==> src/rtl/rom_stream_reader.sv <==
// Burst sequencer for a combinational ROM; streams words out on valid/ready.
// Optional ROM_READER_CHECKSUM_EN adds a per-burst running checksum output.
module rom_stream_reader #(
    parameter int ADDR_WIDTH = 3,
    parameter int DATA_WIDTH = 2
) (
    input  logic                  clk,
    input  logic                  reset_n,
    input  logic                  start,
    input  logic [ADDR_WIDTH-1:0] start_addr,
    input  logic [ADDR_WIDTH:0]   count,
    output logic [ADDR_WIDTH-1:0] rom_addr,
    input  logic [DATA_WIDTH-1:0] rom_data,
    output logic [DATA_WIDTH-1:0] m_data,
    output logic                  m_valid,
    input  logic                  m_ready,
    output logic                  m_last,
    output logic                  busy,
`ifdef ROM_READER_CHECKSUM_EN
    output logic [DATA_WIDTH+ADDR_WIDTH:0] checksum,
`endif
    output logic                  done
);

    localparam int CW = DATA_WIDTH + ADDR_WIDTH + 1;

    typedef enum logic [1:0] {
        IDLE  = 2'd0,
        FETCH = 2'd1,
        HOLD  = 2'd2,
        DONE  = 2'd3
    } state_t;

    state_t                state_q, state_d;
    logic [ADDR_WIDTH-1:0] addr_q, addr_d;
    logic [ADDR_WIDTH:0]   rem_q, rem_d;
    logic [DATA_WIDTH-1:0] data_q, data_d;
    logic                  valid_q, valid_d;
    logic                  last_q, last_d;
    logic                  busy_q;
    logic                  done_q;
    logic                  final_word;
    logic                  hs;

`ifdef ROM_READER_CHECKSUM_EN
    logic [CW-1:0] csum_q, csum_d;
`endif

    assign final_word = (rem_q == (ADDR_WIDTH+1)'(1));
    assign hs         = valid_q & m_ready;

    always_comb begin
        state_d = state_q;
        addr_d  = addr_q;
        rem_d   = rem_q;
        data_d  = data_q;
        valid_d = valid_q;
        last_d  = last_q;
`ifdef ROM_READER_CHECKSUM_EN
        csum_d  = csum_q;
`endif
        unique case (state_q)
            IDLE: begin
                if (start && (count != '0)) begin
                    addr_d  = start_addr;
                    rem_d   = count;
                    state_d = FETCH;
`ifdef ROM_READER_CHECKSUM_EN
                    csum_d  = '0;
`endif
                end
            end
            FETCH: begin
                data_d  = rom_data;
                valid_d = 1'b1;
                last_d  = final_word;
                state_d = HOLD;
            end
            HOLD: begin
                if (hs) begin
                    valid_d = 1'b0;
                    last_d  = 1'b0;
`ifdef ROM_READER_CHECKSUM_EN
                    csum_d  = csum_q + CW'(data_q);
`endif
                    if (final_word) begin
                        state_d = DONE;
                    end else begin
                        // address wraps naturally at 2^ADDR_WIDTH
                        addr_d  = addr_q + ADDR_WIDTH'(1);
                        rem_d   = rem_q - (ADDR_WIDTH+1)'(1);
                        state_d = FETCH;
                    end
                end
            end
            DONE: begin
                state_d = IDLE;
            end
            default: begin
                state_d = IDLE;
            end
        endcase
    end

    always_ff @(posedge clk or negedge reset_n) begin
        if (!reset_n) begin
            state_q <= IDLE;
            addr_q  <= '0;
            rem_q   <= '0;
            data_q  <= '0;
            valid_q <= 1'b0;
            last_q  <= 1'b0;
            busy_q  <= 1'b0;
            done_q  <= 1'b0;
        end else begin
            state_q <= state_d;
            addr_q  <= addr_d;
            rem_q   <= rem_d;
            data_q  <= data_d;
            valid_q <= valid_d;
            last_q  <= last_d;
            busy_q  <= (state_d != IDLE);
            done_q  <= (state_d == DONE);
        end
    end

`ifdef ROM_READER_CHECKSUM_EN
    always_ff @(posedge clk or negedge reset_n) begin
        if (!reset_n) begin
            csum_q <= '0;
        end else begin
            csum_q <= csum_d;
        end
    end

    assign checksum = csum_q;
`endif

    assign rom_addr = addr_q;
    assign m_data   = data_q;
    assign m_valid  = valid_q;
    assign m_last   = last_q;
    assign busy     = busy_q;
    assign done     = done_q;

endmodule

==> config.mk <==
export PLATFORM = sky130hd
export DESIGN_NAME = rom_stream_reader
export DESIGN_NICKNAME = d
export VERILOG_FILES = /design/src/rtl/rom_stream_reader.sv
export SDC_FILE = /design/constraint.sdc
export NUM_CORES = 1
export LEC_CHECK = 0
export CAP_MARGIN = 20
export CORE_MARGIN = 1.5
export CORE_UTILIZATION = 25
export CTS_CLUSTER_SIZE = 30
export DETAILED_ROUTE_END_ITERATION = 10
export PLACE_DENSITY_LB_ADDON = 0.08
export SYNTH_ARGS = -nofsm -noshare
export SYNTH_HDL_FRONTEND = slang
export SYNTH_SLANG_ARGS = --single-unit
==> constraint.sdc <==
create_clock -name clk -period 2 [get_ports clk]
set_input_delay 0.4 -clock clk [delete_from_list [all_inputs] [get_ports clk]]
set_output_delay 0.4 -clock clk [all_outputs]
set_load 0.01 [all_outputs]
Word-level counts from Yosys, hierarchy flattened
Cells that the tools add are included.
Storage, ports and cells
  bits of input ports: 13
  latch bits: 0
  memories: 0
  ROM bits: 0
  word-level logic and storage cells: 42
  memory bits (writable): 0
  register bits: 15
  output and inout bits: 9
Cells by class
  add/sub/neg operators: 2
  mux-type cells: 15
  shifts and indexed selects: 0
  order comparisons: 0
  divide/modulo/power cells: 0
  equality and inequality tests: 8
  reduce and logical (&&, ||, !) cells: 8
  bitwise gates (word level): 1
  $mul: 0
Operator list (count)
  4-bit two-way mux: 3
  3-bit two-way mux: 3
  2-bit one-hot mux with 4 select lines: 1
  4-bit one-hot mux with 2 select lines: 1
  2-bit == test, second input constant: 3
  2-bit two-way mux: 3
  2-bit inequality test, second input constant: 3
  3-bit one-hot mux with 2 select lines: 1
  2-bit nonzero test: 3
  4-bit by 1-bit == test with 1-bit output, second input constant: 1
  1-bit one-hot mux with 2 select lines: 2
  4-bit AND reduction: 1
  4-bit nonzero test: 1
  4-bit by 1-bit subtractor with 4-bit output, second input constant: 1
  3-bit by 1-bit adder with 3-bit output, second input constant: 1
  2-bit by 1-bit == test with 1-bit output, second input constant: 1
  2-bit zero test: 1
  2-bit AND reduction: 1
  1-bit AND: 1
  1-bit logical AND: 1
  1-bit two-way mux: 1

Longest topological paths before layout
Gate-level depths: netlist of run 1.
  depth after elaboration: 5
  depth in mapped cells: 7
  gate-level depth less buffers: 6

Worst setup path after synthesis of run 1
No wires, ideal clock.
  kind: input -> register
  start point: in count[1]
  end point: reg addr_q[2] (netlist: rom_addr[2])
  setup slack: 145 ps
  setup time: 120 ps
  data required time: 1880 ps
  data arrival time: 1735 ps
  stages on the path: 6
  path through: or4_4 > and2_4 > buf_6 > or2_1 > buf_6 > o211a_1
Between the ends
  longest elaborated chain between the ends: 4
RTL lines
  from (decl): RTL line 11  | input logic [ADDR_WIDTH:0] count,
  4-bit nonzero test: RTL line 64  | if (start && (count != '0)) begin
  1-bit logical AND: RTL line 64
  2-bit inequality test (no line)
  4-bit AND reduction (no line)
  to (signal assigned): RTL line 117  | addr_q <= addr_d;
  to (decl): RTL line 35  | logic [ADDR_WIDTH-1:0] addr_q, addr_d;
No other way between the ends.
A chain may end at the register's enable or synchronous reset.

Worst setup path in the final report of run 1
  start point: in count[1]
  end point: reg rem_q[3]
Between the ends
  longest elaborated chain between the ends: 4
RTL lines
  4-bit nonzero test: RTL line 64
  1-bit logical AND: RTL line 64
  2-bit inequality test (no line)
  4-bit AND reduction (no line)
  to (signal assigned): RTL line 118  | rem_q <= rem_d;
  to (decl): RTL line 36  | logic [ADDR_WIDTH:0] rem_q, rem_d;
No other way between the ends.

==> results.sh, run 1 <==
export IMPL_cp_max_fo=6
export IMPL_drc=0
export IMPL_synth_cell_type_count=28
export IMPL_dp_slack_ps=-208
export IMPL_nNetsFinal=129
export IMPL_start_util=0.265
export IMPL_io_buffer_count=21
export IMPL_synth_avg_cell_area_um2=9.83
export IMPL_clk_latency_ps=280
export IMPL_antenna_found_initial=0
export IMPL_slew_headroom=0.725
export IMPL_dr_pass1_iters=5
export IMPL_dieArea_um2=3620
export IMPL_place_gp_congestion=0.753
export IMPL_timing_fmax_mhz=530
export IMPL_drt_iter0_drc=26
export IMPL_postCtsResizedCells=0
export IMPL_num_antenna_cells=0
export IMPL_total_power_uw=1600
export IMPL_first_global_vias=715
export IMPL_whs_ps=427
export IMPL_die_width_um=60.1
export IMPL_ant_nets=0
export IMPL_grt_max_degree=16
export IMPL_maxSlewViolCount=0
export IMPL_vias=715
export IMPL_cts_clk_slew_worst_paths_ps=90
export IMPL_design_area_um2=1140
export IMPL_routed_wl_mm=1.96
export IMPL_yosysMostFrequentCell="dfrtp_1"
export IMPL_min_path_type="primary input to async pin"
export IMPL_fp_dieH_um=60.1
export IMPL_syn_area_um2=816
export IMPL_final_layout_size_suffix_gt1_frac=0.161
export IMPL_ios=22
export IMPL_dp_hpwl_mm=1.44
export IMPL_final_min_clock_period_ps=1890
export IMPL_rows=20
export IMPL_p_leak_uw=0.000499
export IMPL_finalCritPeriodShare=0.943
export IMPL_yosys_register_bits=15
export IMPL_grt_pass1_wl_mm=3.25
export IMPL_yosysSeqAreaShare=0.460
export IMPL_finalSetupViolCount=0
export IMPL_grt_overflow=0
export IMPL_synth_top_area_cell="dfrtp_1"
export IMPL_critPathKind="primary input to flop"
export IMPL_drv_cap=0
export IMPL_synth_edf_count=0
export IMPL_synth_cells=83
export IMPL_synth_nets=99
export IMPL_nFillCells=328
export IMPL_numCtsBuffers=3
export IMPL_rsz0062_at_grt="false"
export IMPL_yosysWarningCount=0
export IMPL_power_density_nw_per_um2=1410
export IMPL_finalClockSkew_ps=1.94
export IMPL_synth_ff_type="dfrtp_1"
export IMPL_post_cts_buffers=0
export IMPL_layout_area_overhead_vs_synth_pct=39.3
export IMPL_cp_end_kind="flop"
export IMPL_status="finished, final reports clean"
export IMPL_crit_arrival_ps=2070
export IMPL_cts_root_buf="clkbuf_4"
export IMPL_irDropWorstVdd_uv=456
export IMPL_yosys_top_cells_area="dfrtp_1 (46%), ha_1 (4.6%), a21oi_1 (4.3%), nand2_1 (4.1%), o211a_1 (3.7%)"
export IMPL_numClockSinks=15
export IMPL_synth_common_cells="dfrtp_1 (15), nand2_1 (9), a21oi_1 (7), nor2_1 (6), nor3_1 (5)"
export IMPL_placed_area_um2=1110
export IMPL_async_flop_share=1.00
export IMPL_track_usage=0.124
export IMPL_cts_tree="done"
export IMPL_routed_via_density=4.58
export IMPL_core_area_um2=3080
export IMPL_clk_path_buf_depth=2
export IMPL_wire_per_inst_um=12.5
export IMPL_synth_top_area_frac=0.460
export IMPL_setup_slack_ps=114
export IMPL_start_kind="primary input"
export IMPL_htree_levels=1
export IMPL_required_ps=2180
export IMPL_hold_viol=0
export IMPL_hold_buffers=0
export IMPL_tightest_slew_ps=413
export IMPL_tns_ps=0
==> final cells by class <==
| type | count | area [µm²] | share of cell area |
|---|---|---|---|
| clock buffers | 3 | 22.5 | 0.0198 |
| well taps | 44 | 55.1 | 0.0485 |
| inverters | 4 | 15.0 | 0.0132 |
| flip-flops and latches | 15 | 375 | 0.330 |
| repair buffers | 30 | 278 | 0.244 |
| multi-input cells | 59 | 385 | 0.339 |
| clock inverters | 1 | 5.00 | 0.00441 |
==> path summary, 6_finish.rpt <==
path                       startpoint        end  slack [ps]  depth (start not counted)
setup / recovery             count[1]   rem_q[3]         110                          5
hold / removal                reset_n   rem_q[1]         430                          2
setup reg to reg             rem_q[1]   rem_q[3]         330                          6
hold reg to reg             m_data[0]  m_data[0]         490                          2
max in group asynchronous     reset_n     m_last        1390                          2
min in group clk            m_data[0]  m_data[0]         490                          2
==> stage by stage <==
step	util	instances
2_1_floorplan	-	83
3_3_place_gp	0.360	152
3_5_place_dp	0.360	152
4_1_cts	0.369	156
5_1_grt	0.369	156
6_report	0.369	156
==> per-layer routing <==
metal	GRT usage	up-vias	wire length, µm
met5	0	-	0
met1	0.152	339	927
li1	-	360	-
met4	0.0286	0	17
met2	0.203	14	914
met3	0.0476	2	96
==> logic make-up (layout without fill, tap and decap cells) <==
family,count (synthesis),after routing,synth area share
and+or+nand+nor,33,33,0.219
AOI/OAI and AO/OA,21,21,0.183
DFF,15,15,0.460
buffers and inverters,9,38,0.0675
adders and majority gates,3,3,0.0460
muxes,2,2,0.0245
==> cell usage in the layout (no fill, tap or decap), drive strengths merged <==
cell type       n
a31oi           1
clkbuf          3
nand2           9
buf             9
nor3            6
a21oi           7
o2111ai         3
nor4            2
or4             1
clkinv          1
or2             2
inv             4
nor2b           1
o21ai           3
clkdlybuf4s50  21
o211a           3
dfrtp          15
nand2b          1
ha              3
and2            1
nor3b           2
nand3           2
nor2            6
mux2i           2
o22ai           1
o32a            3
==> power by group <==
part / internal [µW] / leakage [µW] / switching [µW]
Sequential: 450 / 0.000181 / 166
Combinational: 440 / 0.000300 / 369
Clock: 74.3 / 0.0000177 / 99.5
==> critical path, stage by stage <==
cell	delay [ps]
clkdlybuf4s50_1	420
or4_4	540
and2_4	150
or2_1	320
o211a_1	240
==> state kept, by name (all words and copies together), names as in the netlist <==
name	flops
m_data	2
rom_addr	3
busy	1
state_q	2
done	1
rem_q	4
m_valid	1
m_last	1
Note: power is estimated with default switching activity, not from simulation.
==> run 2: changes to the inputs <==
--- a/config.mk
+++ b/config.mk
@@ -11,6 +11,7 @@
 export CTS_CLUSTER_SIZE = 30
 export DETAILED_ROUTE_END_ITERATION = 10
 export PLACE_DENSITY_LB_ADDON = 0.08
+export SKIP_CTS_REPAIR_TIMING = 1
 export SYNTH_ARGS = -nofsm -noshare
 export SYNTH_HDL_FRONTEND = slang
 export SYNTH_SLANG_ARGS = --single-unit
==> results of run 2 <==
Final layout, timing and power as in run 1 (identical DEF).
==> RTL edit, RTL diff (flow settings as in run 2) <==
`DATA_WIDTH`: 2 -> 3.
--- a/src/rtl/rom_stream_reader.sv
+++ b/src/rtl/rom_stream_reader.sv
@@ -2,7 +2,7 @@
 // Optional ROM_READER_CHECKSUM_EN adds a per-burst running checksum output.
 module rom_stream_reader #(
     parameter int ADDR_WIDTH = 3,
-    parameter int DATA_WIDTH = 2
+    parameter int DATA_WIDTH = 3
 ) (
     input  logic                  clk,
     input  logic                  reset_n,
Ports: changed (resized m_data and rom_data); port bits go from 22 to 24. The function was not compared with the original's and may differ.
==> RTL edit against run 2 <==
Design area is 5.7% higher. Routed wire length up 6.2%. Register-to-register slack improved by 0.04 ns. Sequential cell count increased by 1. Total power up 8.3%. Synthesized area grew 5.8%. Largest power group unchanged. Clock skew grew 0.0077 ns. Worst setup slack better by 0.17 ns.
==> RTL edit: results <==
group,metric,value,unit
logic_synthesis,synth_cells,91,
detailed_routing,detailedRoute.firstIterationViolations,14,
cells_and_area,largest_register_ff_count,4,
cells_and_area,n_antenna_cell,0,
hold_path,hold_path.class,"input port to async pin",
logic_synthesis,asyncSetResetFlopFracSynth,100.0,%
clock_tree,inserted_clock_buffers,3,
clock_tree,insertion_delay_to_the_later_sink_of_the_worst_skew_pair,0.30,ns
cells_and_area,regMostFlops,"rem_q",
cells_and_area,number_of_filler_instances_in_the_final_layout,367,
clock_tree,clk_transition_reported_paths,0.11,ns
place,post_dp_cell_area,1165,sq um
logic_synthesis,yosysWarnings,0,
sta,tightest_slew,0.5327,ns
global_routing,grt_pass1_wl,3401,microns
clock_tree,clock_tree.htree_level_count,1,
global_routing,gr-usage-all-layers,12.45,%
global_routing,grt_start_max_net_pins,17,
logic_synthesis,netlist_top_cells_area,"sky130_fd_sc_hd__dfrtp_1, sky130_fd_sc_hd__nand2_1, sky130_fd_sc_hd__nor2_1",
worst_setup_path,timing.critical_path.from,"count[1]",
detailed_routing,wire_per_inst,12.59,microns
place,gp_routability_congestion,0.8031,
clock_tree,cts_buffer_depth,2,
cells_and_area,layout-drive-gt1-share,10.08,%
cells_and_area,stdcell_count,165,
worst_setup_path,worst_r2r_startpoint,"state_q[1]",
power_and_ir_drop,irDropWorstVdd,0.5992,mV
detailed_routing,num_vias,760,
global_routing,grt_pass1_vias,689,
clock_tree,cts_root_buffer,"sky130_fd_sc_hd__clkbuf_4",
sta,setup_viol_count_final,0,
logic_synthesis,sequential_cell_area_fraction_in_the_yosys_report,46.38,%
outcome,run_status,"finished, final reports clean",
logic_synthesis,synth.net_count,108,
detailed_routing,detailedRoute.firstPassIterationCount,4,
logic_synthesis,yosys_most_used_dff,"sky130_fd_sc_hd__dfrtp_1",
place,place.detailed.hpwl,1531,microns
place,placement.io_buffers,23,
sta,final.setup_skew,0.009593,ns
place,dp_worst_setup_slack,-0.02034,ns
worst_setup_path,cp_max_fo,6,
place,placed_cells,161,
power_and_ir_drop,leakagePower,0.5038,nW
cells_and_area,final_stage_net_count,137,
global_routing,antenna_found_initial,0,
logic_synthesis,yosys-top-cells-count,"sky130_fd_sc_hd__dfrtp_1, sky130_fd_sc_hd__nand2_1, sky130_fd_sc_hd__nor2_1",
logic_synthesis,netlist-cell-type-count,31,
-- RTL edit: layer usage --
metal / part of all wire, % / GRT usage, %
met5: 0 / 0
met3: 4.5 / 3.934
met2: 44 / 18.35
met4: 1.1 / 3.647
met1: 50 / 17.52
-- RTL edit: logic make-up (layout without fill, tap and decap cells) --
group,Yosys count,after routing,share of synthesized area (%)
adder cells (fa/ha/maj),3,3,4.348
AND/OR/NAND/NOR,44,44,26.67
AO/OA/AOI/OAI,20,20,17.54
buffers and inverters,6,34,2.752
flip-flops,16,16,46.38
multiplexers,2,2,2.319
-- RTL edit: through the flow --
stage | util (%) | hold slack, ns
2_1_floorplan | - | 0.1044
6_report | 36.00 | 0.4088
3_5_place_dp | 34.91 | 0.4668
4_1_cts | 36.00 | 0.4097
5_1_grt | 36.00 | 0.4220
3_3_place_gp | 34.91 | 0.4626
-- RTL edit: path summary, 6_finish.rpt --
path,endpoint,cells after the start,slack (ns)
max in group asynchronous,busy,2,1.39
max,busy,5,0.29
min,rem_q[3],2,0.41
max reg2reg,rom_addr[1],5,0.37
min in group clk,m_data[0],2,0.49
min reg2reg,m_data[0],2,0.49
-- RTL edit: critical path, cell delays in order --
cell,delay [ns]
sky130_fd_sc_hd__clkdlybuf4s50_1,0.48
sky130_fd_sc_hd__o41ai_4,0.51
sky130_fd_sc_hd__or2_1,0.19
sky130_fd_sc_hd__a21oi_1,0.09
sky130_fd_sc_hd__or2_1,0.23
-- RTL edit: layout make-up --
class                      count  area share (%)
tap                           46           4.792
multi-input combinational     69           36.56
timing repair buffer          26           21.04
sequential                    16           33.33
clock buffer                   4           3.021
inverter                       4           1.250
-- RTL edit: power breakdown --
part	total, mW	switching (mW)	internal [mW]
Sequential	0.680	0.199	0.482
Combinational	0.824	0.381	0.443
Clock	0.228	0.117	0.111
Total	1.73	0.696	1.04
